--- src/rtl/dcache_ctrl.sv ---
// Sequencing controller for a 16-line fully-associative, write-through, no-allocate data cache.
// Optional hit/miss statistics counters are built when DCACHE_STATS_EN is defined.
//
// state  | meaning
// IDLE   | ready for a request, captures address/we/data on cpu_req_valid
// LOOKUP | array compare on the captured tag, decides hit/miss path
// RD_MEM | load miss: memory read outstanding, bounded by the timeout timer
// FILL   | write fetched word into the victim way, mark it valid
// WR_UPD | store hit: update the matching way with store data
// WR_MEM | store: write-through to memory, bounded by the timeout timer
// RESP   | one-cycle response pulse to the CPU
module dcache_ctrl #(
    parameter int WAYS        = 16,
    parameter int TAG_W       = 29,
    parameter int DATA_W      = 32,
    parameter int MEM_TIMEOUT = 255,
    localparam int WW         = $clog2(WAYS)
) (
    input  logic              clk,
    input  logic              reset_n,
    input  logic              cpu_req_valid,
    output logic              cpu_req_ready,
    input  logic              cpu_req_we,
    input  logic [31:0]       cpu_addr,
    input  logic [DATA_W-1:0] cpu_wdata,
    output logic              cpu_resp_valid,
    output logic [DATA_W-1:0] cpu_rdata,
    output logic              cpu_resp_err,
    output logic [1:0]        cache_status,
    output logic [TAG_W-1:0]  arr_tag,
    input  logic              arr_hit,
    input  logic [WW-1:0]     arr_hit_way,
    input  logic [DATA_W-1:0] arr_rdata,
    output logic              arr_we,
    output logic [WW-1:0]     arr_way,
    output logic [DATA_W-1:0] arr_wdata,
    output logic              mem_req,
    output logic              mem_we,
    output logic [31:0]       mem_addr,
    output logic [DATA_W-1:0] mem_wdata,
    input  logic              mem_ack,
    input  logic [DATA_W-1:0] mem_rdata,
    output logic [31:0]       hit_count,
    output logic [31:0]       miss_count
);

    typedef enum logic [2:0] {IDLE, LOOKUP, RD_MEM, FILL, WR_UPD, WR_MEM, RESP} stateT;

    stateT             stateQ, stateD;
    logic [31:0]       addrQ;
    logic              weQ;
    logic [DATA_W-1:0] wdataQ;
    logic [DATA_W-1:0] rdataQ;
    logic              errQ;
    logic [WW-1:0]     hitWayQ;
    logic [1:0]        statusQ;
    logic [WAYS-1:0]   validQ;
    logic [WW-1:0]     ptrQ;
    logic [7:0]        timerQ;

    logic              lookupHit;
    logic              allValid;
    logic [WW-1:0]     victimWay;
    logic              memTimeout;
    logic              memCur, memNext;

    assign lookupHit  = arr_hit & validQ[arr_hit_way];
    assign allValid   = &validQ;
    assign memTimeout = (timerQ == 8'd0);
    assign memCur     = (stateQ == RD_MEM) || (stateQ == WR_MEM);
    assign memNext    = (stateD == RD_MEM) || (stateD == WR_MEM);

    assign arr_tag      = addrQ[31 -: TAG_W];
    assign mem_addr     = addrQ;
    assign mem_wdata    = wdataQ;
    assign cpu_rdata    = rdataQ;
    assign cache_status = statusQ;

    // Lowest-index invalid way wins; round-robin pointer only once every way is valid.
    always_comb begin
        victimWay = ptrQ;
        for (int i = WAYS - 1; i >= 0; i--) begin
            if (!validQ[i]) victimWay = WW'(i);
        end
    end

    always_ff @(posedge clk or negedge reset_n) begin
        if (!reset_n) stateQ <= IDLE;
        else          stateQ <= stateD;
    end

    always_comb begin
        stateD         = stateQ;
        cpu_req_ready  = 1'b0;
        cpu_resp_valid = 1'b0;
        cpu_resp_err   = 1'b0;
        mem_req        = 1'b0;
        mem_we         = 1'b0;
        arr_we         = 1'b0;
        arr_way        = '0;
        arr_wdata      = '0;
        case (stateQ)
            IDLE: begin
                cpu_req_ready = 1'b1;
                if (cpu_req_valid) stateD = LOOKUP;
            end
            LOOKUP: begin
                if (weQ) stateD = lookupHit ? WR_UPD : WR_MEM;
                else     stateD = lookupHit ? RESP   : RD_MEM;
            end
            RD_MEM: begin
                mem_req = 1'b1;
                if (mem_ack)         stateD = FILL;
                else if (memTimeout) stateD = RESP;
            end
            FILL: begin
                arr_we    = 1'b1;
                arr_way   = victimWay;
                arr_wdata = rdataQ;
                stateD    = RESP;
            end
            WR_UPD: begin
                arr_we    = 1'b1;
                arr_way   = hitWayQ;
                arr_wdata = wdataQ;
                stateD    = WR_MEM;
            end
            WR_MEM: begin
                mem_req = 1'b1;
                mem_we  = 1'b1;
                if (mem_ack || memTimeout) stateD = RESP;
            end
            RESP: begin
                cpu_resp_valid = 1'b1;
                cpu_resp_err   = errQ;
                stateD         = IDLE;
            end
            default: stateD = IDLE;
        endcase
    end

    always_ff @(posedge clk or negedge reset_n) begin
        if (!reset_n) begin
            addrQ   <= '0;
            weQ     <= 1'b0;
            wdataQ  <= '0;
            rdataQ  <= '0;
            errQ    <= 1'b0;
            hitWayQ <= '0;
            statusQ <= 2'b00;
            validQ  <= '0;
            ptrQ    <= '0;
        end else begin
            case (stateQ)
                IDLE: begin
                    if (cpu_req_valid) begin
                        addrQ  <= cpu_addr;
                        weQ    <= cpu_req_we;
                        wdataQ <= cpu_wdata;
                        rdataQ <= '0;
                        errQ   <= 1'b0;
                    end
                end
                LOOKUP: begin
                    statusQ <= lookupHit ? 2'b01 : 2'b10;
                    if (lookupHit) hitWayQ <= arr_hit_way;
                    if (lookupHit && !weQ) rdataQ <= arr_rdata;
                end
                RD_MEM: begin
                    if (mem_ack) rdataQ <= mem_rdata;
                    else if (memTimeout) begin
                        rdataQ <= '0;
                        errQ   <= 1'b1;
                    end
                end
                WR_MEM: begin
                    if (!mem_ack && memTimeout) errQ <= 1'b1;
                end
                FILL: begin
                    validQ[victimWay] <= 1'b1;
                    if (allValid) ptrQ <= (ptrQ == WW'(WAYS - 1)) ? '0 : ptrQ + 1'b1;
                end
                default: ;
            endcase
        end
    end

    // Down-counter loaded on entry to a memory wait; expiry is the zero terminal count.
    always_ff @(posedge clk or negedge reset_n) begin
        if (!reset_n)                       timerQ <= 8'd0;
        else if (memNext && !memCur)        timerQ <= 8'(MEM_TIMEOUT - 1);
        else if (memCur && !memTimeout)     timerQ <= timerQ - 8'd1;
    end

`ifdef DCACHE_STATS_EN
    logic [31:0] hitCntQ, missCntQ;

    always_ff @(posedge clk or negedge reset_n) begin
        if (!reset_n) begin
            hitCntQ  <= '0;
            missCntQ <= '0;
        end else if (stateQ == LOOKUP) begin
            if (lookupHit) hitCntQ  <= hitCntQ + 32'd1;
            else           missCntQ <= missCntQ + 32'd1;
        end
    end

    assign hit_count  = hitCntQ;
    assign miss_count = missCntQ;
`else
    assign hit_count  = 32'd0;
    assign miss_count = 32'd0;
`endif

endmodule

--- config.mk ---
export PLATFORM = sky130hd
export DESIGN_NAME = dcache_ctrl
export DESIGN_NICKNAME = d
export VERILOG_FILES = /design/src/rtl/dcache_ctrl.sv
export SDC_FILE = /design/constraint.sdc
export NUM_CORES = 1
export LEC_CHECK = 0
export ABC_AREA = 1
export CORE_AREA = 2 2 144 146
export DETAILED_ROUTE_END_ITERATION = 8
export DIE_AREA = 0 0 146 148
export GPL_ROUTABILITY_DRIVEN = 0
export PLACE_DENSITY_LB_ADDON = 0.25
export SLEW_MARGIN = 20
export SYNTH_ARGS = -nofsm -noshare
export SYNTH_HDL_FRONTEND = slang
export SYNTH_SLANG_ARGS = --single-unit
--- constraint.sdc ---
create_clock -name clk -period 2.75 [get_ports clk]
set_input_delay 0.825 -clock clk [delete_from_list [all_inputs] [get_ports clk]]
set_output_delay 0.825 -clock clk [all_outputs]
set_load 0.01 [all_outputs]
==> results.md <==
* Status: completed
* CP Max Fanout at 3
* Clock Latency Late Sink at 0.42 ns
* First-pass DRT Iterations at 5
* WP data arrival at 1.90 ns
* Most common cell after layout, fill and taps aside: nand2_1
* Crit share post-route at 99.0%
* Total wire length at 23.6 mm
* Die height at 148 um
* Place WS at -0.0896 ns
* Initial antenna violation count at 0
* Slew @ Worst Pin at 0.627 ns
* Via density at 4.54
* Antenna fix cells at 0
* Buffers added on ports at 306
* Achievable Freq at 367 MHz
* Min Tclk post-route at 2.72 ns
* Clock Skew at 0.0133 ns
* Row cnt at 52
* Vias in the first global route at 6709
* Netlist Area Pre-Place at 0.00721 mm2
* HP Class: input port to asynchronous set/reset pin
* Cell count after synthesis at 905
* Max_slew headroom at 58.2%
* R2r setup slk at 0.63 ns
* Nets at 1358
* Global-route wire length before repair at 36.3 mm
* CTS root buf: clkbuf_16
* Global route overflow at 0
* Avg WL per Cell at 15.7 um
* Vias at 6815
* Critical path class: flip-flop to primary output
* Fin. Hold Viols at 0
* Worst setup margin at 0.0275 ns
* Gr usage total at 21.4%
* Hold WS at 0.398 ns
* Layout cells sized above 1 at 11.4%
* CTS clock-pin slew for the worst setup and hold paths at 0.06 ns
* Core area at 0.0200 mm2
* Antenna violation net count after detailed routing at 0
* Drt drc at 0
* Max-slew violations at 0
* CTS tree: done
* Worst Setup End Kind: primary output
* Avg Cell Area, Syn at 7.97 um2
* Clk buf depth at 2
* Req. time, crit path at 1.93 ns
* Post-DP HPWL at 17.7 mm
* Distinct cell type count after synthesis at 38
* RSZ-0062 raised after global routing: true
* Final-report setup violation count at 0
* VDD IR-drop max at 0.566 mV
* Multi-input logic area at 0.00286 mm2
* Pwr/cell area at 1030 mW/mm2
* FF+latch count, synth at 135
* Starting density of the core at 36.0%
* Num CTS Buffers at 17
* CTS sink count at 135
* Die Wd at 146 um
* CP Launch Type: flip-flop
* Fill cells at 1920
* Yosys warns at 0
* Max-cap violations at 0
* Number of DRC markers in iteration 0 at 316
* Leakage at 5.15 nW
* Largest net degree at the start of global routing at 65
* Register area at 0.00338 mm2
* H-tree levels at 4
* Die area at 0.0216 mm2
* Most frequent cells in the layout: nand2_1 (280), clkdlybuf4s50_1 (265), dfrtp_1 (135)
* I/O pin cnt at 371
* Area growth, synth to finish at 52.4%
* Register area share after synthesis at 46.8%
* Hold-fix buffers at CTS at 0
-- what timing repair did --
item | 4_1_cts | 5_1_grt
pin swaps | 4 | 7
cloned | 0 | 2
setup endpoints to repair | 39 | 33
setup buffers | 7 | 5
gates resized for setup | 67 | 86
-- state kept, by name, indices dropped and copies added, names as in the netlist --
register / flops
ptrQ: 4
errQ: 1
mem_wdata: 32
mem_addr: 32
hitWayQ: 4
cache_status: 2
weQ: 1
stateQ: 3
timerQ: 8
cpu_rdata: 32
validQ: 16
-- critical path, cell delays in order, from the launching register on --
cell and delay (ns):
dfrtp_1 0.37, buf_4 0.12, nand2_2 0.04, buf_4 0.13, nor3_4 0.15, buf_6 0.13
nand2_2 0.05, or2_0 0.20, nand2_1 0.09, o21ai_1 0.06, buf_2 0.15
-- layout make-up --
type / instances / area share [%]
clock inverters: 8 / 0.683
repair buffers: 360 / 31.5
clock buffers: 24 / 4.20
flip-flops and latches: 135 / 30.7
multi-input cells: 589 / 26.0
inverters: 114 / 3.89
well taps: 270 / 3.07
-- synth_stat cells --
cell         n  area [um2]
conb_1       1        3.75
o2111ai_4    1        26.3
nor4_1       2        12.5
nand2_2      1        6.26
a31o_2       1        8.76
clkbuf_1    26        97.6
nand4_1      6        37.5
nand2_1    287        1080
nor2_2       1        6.26
a32o_1      32         320
buf_2        8        40.0
dfrtp_1    135        3380
nor3_1       7        35.0
o21ai_0    108         541
ha_1         3        37.5
or2_2        1        6.26
nor3_2       1        10.0
o22ai_1      1        6.26
a21boi_0     1        7.51
nor2_4       1        11.3
o2111ai_1    1        8.76
nand3_1     28         140
buf_1        3        11.3
o21ai_1      5        25.0
or2_0        1        6.26
a21oi_1      5        25.0
nor2_1      15        56.3
a31oi_1      2        12.5
nor3_4       2        32.5
nor4_2       1        12.5
o211ai_1     5        37.5
nand3_2      1        10.0
nor3b_1      1        7.51
a21o_1       1        7.51
inv_1      109         409
inv_2        5        18.8
buf_4       93         698
xor2_1       3        26.3
-- cell families (layout without fill, tap and decap cells) --
kind of cell / Yosys count / after routing / synth area share [%]
buf+inv: 244 / 506 / 17.7
other cells: 1 / 64 / 0.0520
fa+ha+maj: 3 / 3 / 0.520
flops: 135 / 135 / 46.8
xor+xnor: 3 / 3 / 0.364
compound gates: 163 / 163 / 14.2
simple gates: 356 / 356 / 20.3
-- per-stage QoR --
step                      TNS [ns]  std cells  power, mW  area, um2  utilization [%]
after floorplan                  0        968       6.18       7450                -
after global placement      -0.671       1454       9.26      10400             51.8
after detailed placement     -1.44       1454       9.33      10400             51.8
after CTS                   -0.112       1493       11.4      10900             54.6
after global routing        -0.456       1500       12.2      11000             54.9
final                            0       1500       11.4      11000             54.9
-- final timing paths --
check / startpoint / end / cells past startpoint
hold / removal: reset_n / mem_addr[18]$_DFFE_PN0P_ / 1
setup reg to reg: validQ[15]$_DFFE_PN0N_ / validQ[3]$_DFFE_PN0N_ / 14
setup / recovery: validQ[15]$_DFFE_PN0N_ / arr_way[3] / 10
min in group clk: mem_addr[0]$_DFFE_PN0P_ / mem_addr[0]$_DFFE_PN0P_ / 2
max in group asynchronous: reset_n / cpu_rdata[24]$_DFFE_PN0P_ / 2
hold reg to reg: mem_addr[0]$_DFFE_PN0P_ / mem_addr[0]$_DFFE_PN0P_ / 2
-- per-layer routing --
metal  track usage, %  part of all wire, %
met1             27.5                   42
met2             35.4                   49
met3             6.39                  7.6
met4             5.87                  1.5
met5                0                    0
-- report_power, final --
group,internal [mW],leakage (nW),total [mW],switching (mW)
Combinational,2.84,3.18,5.87,3.02
Sequential,2.77,1.70,3.38,0.610
Clock,1.26,0.262,2.12,0.859
Total,6.88,5.15,11.4,4.49
(Power assumes the default switching activity.)
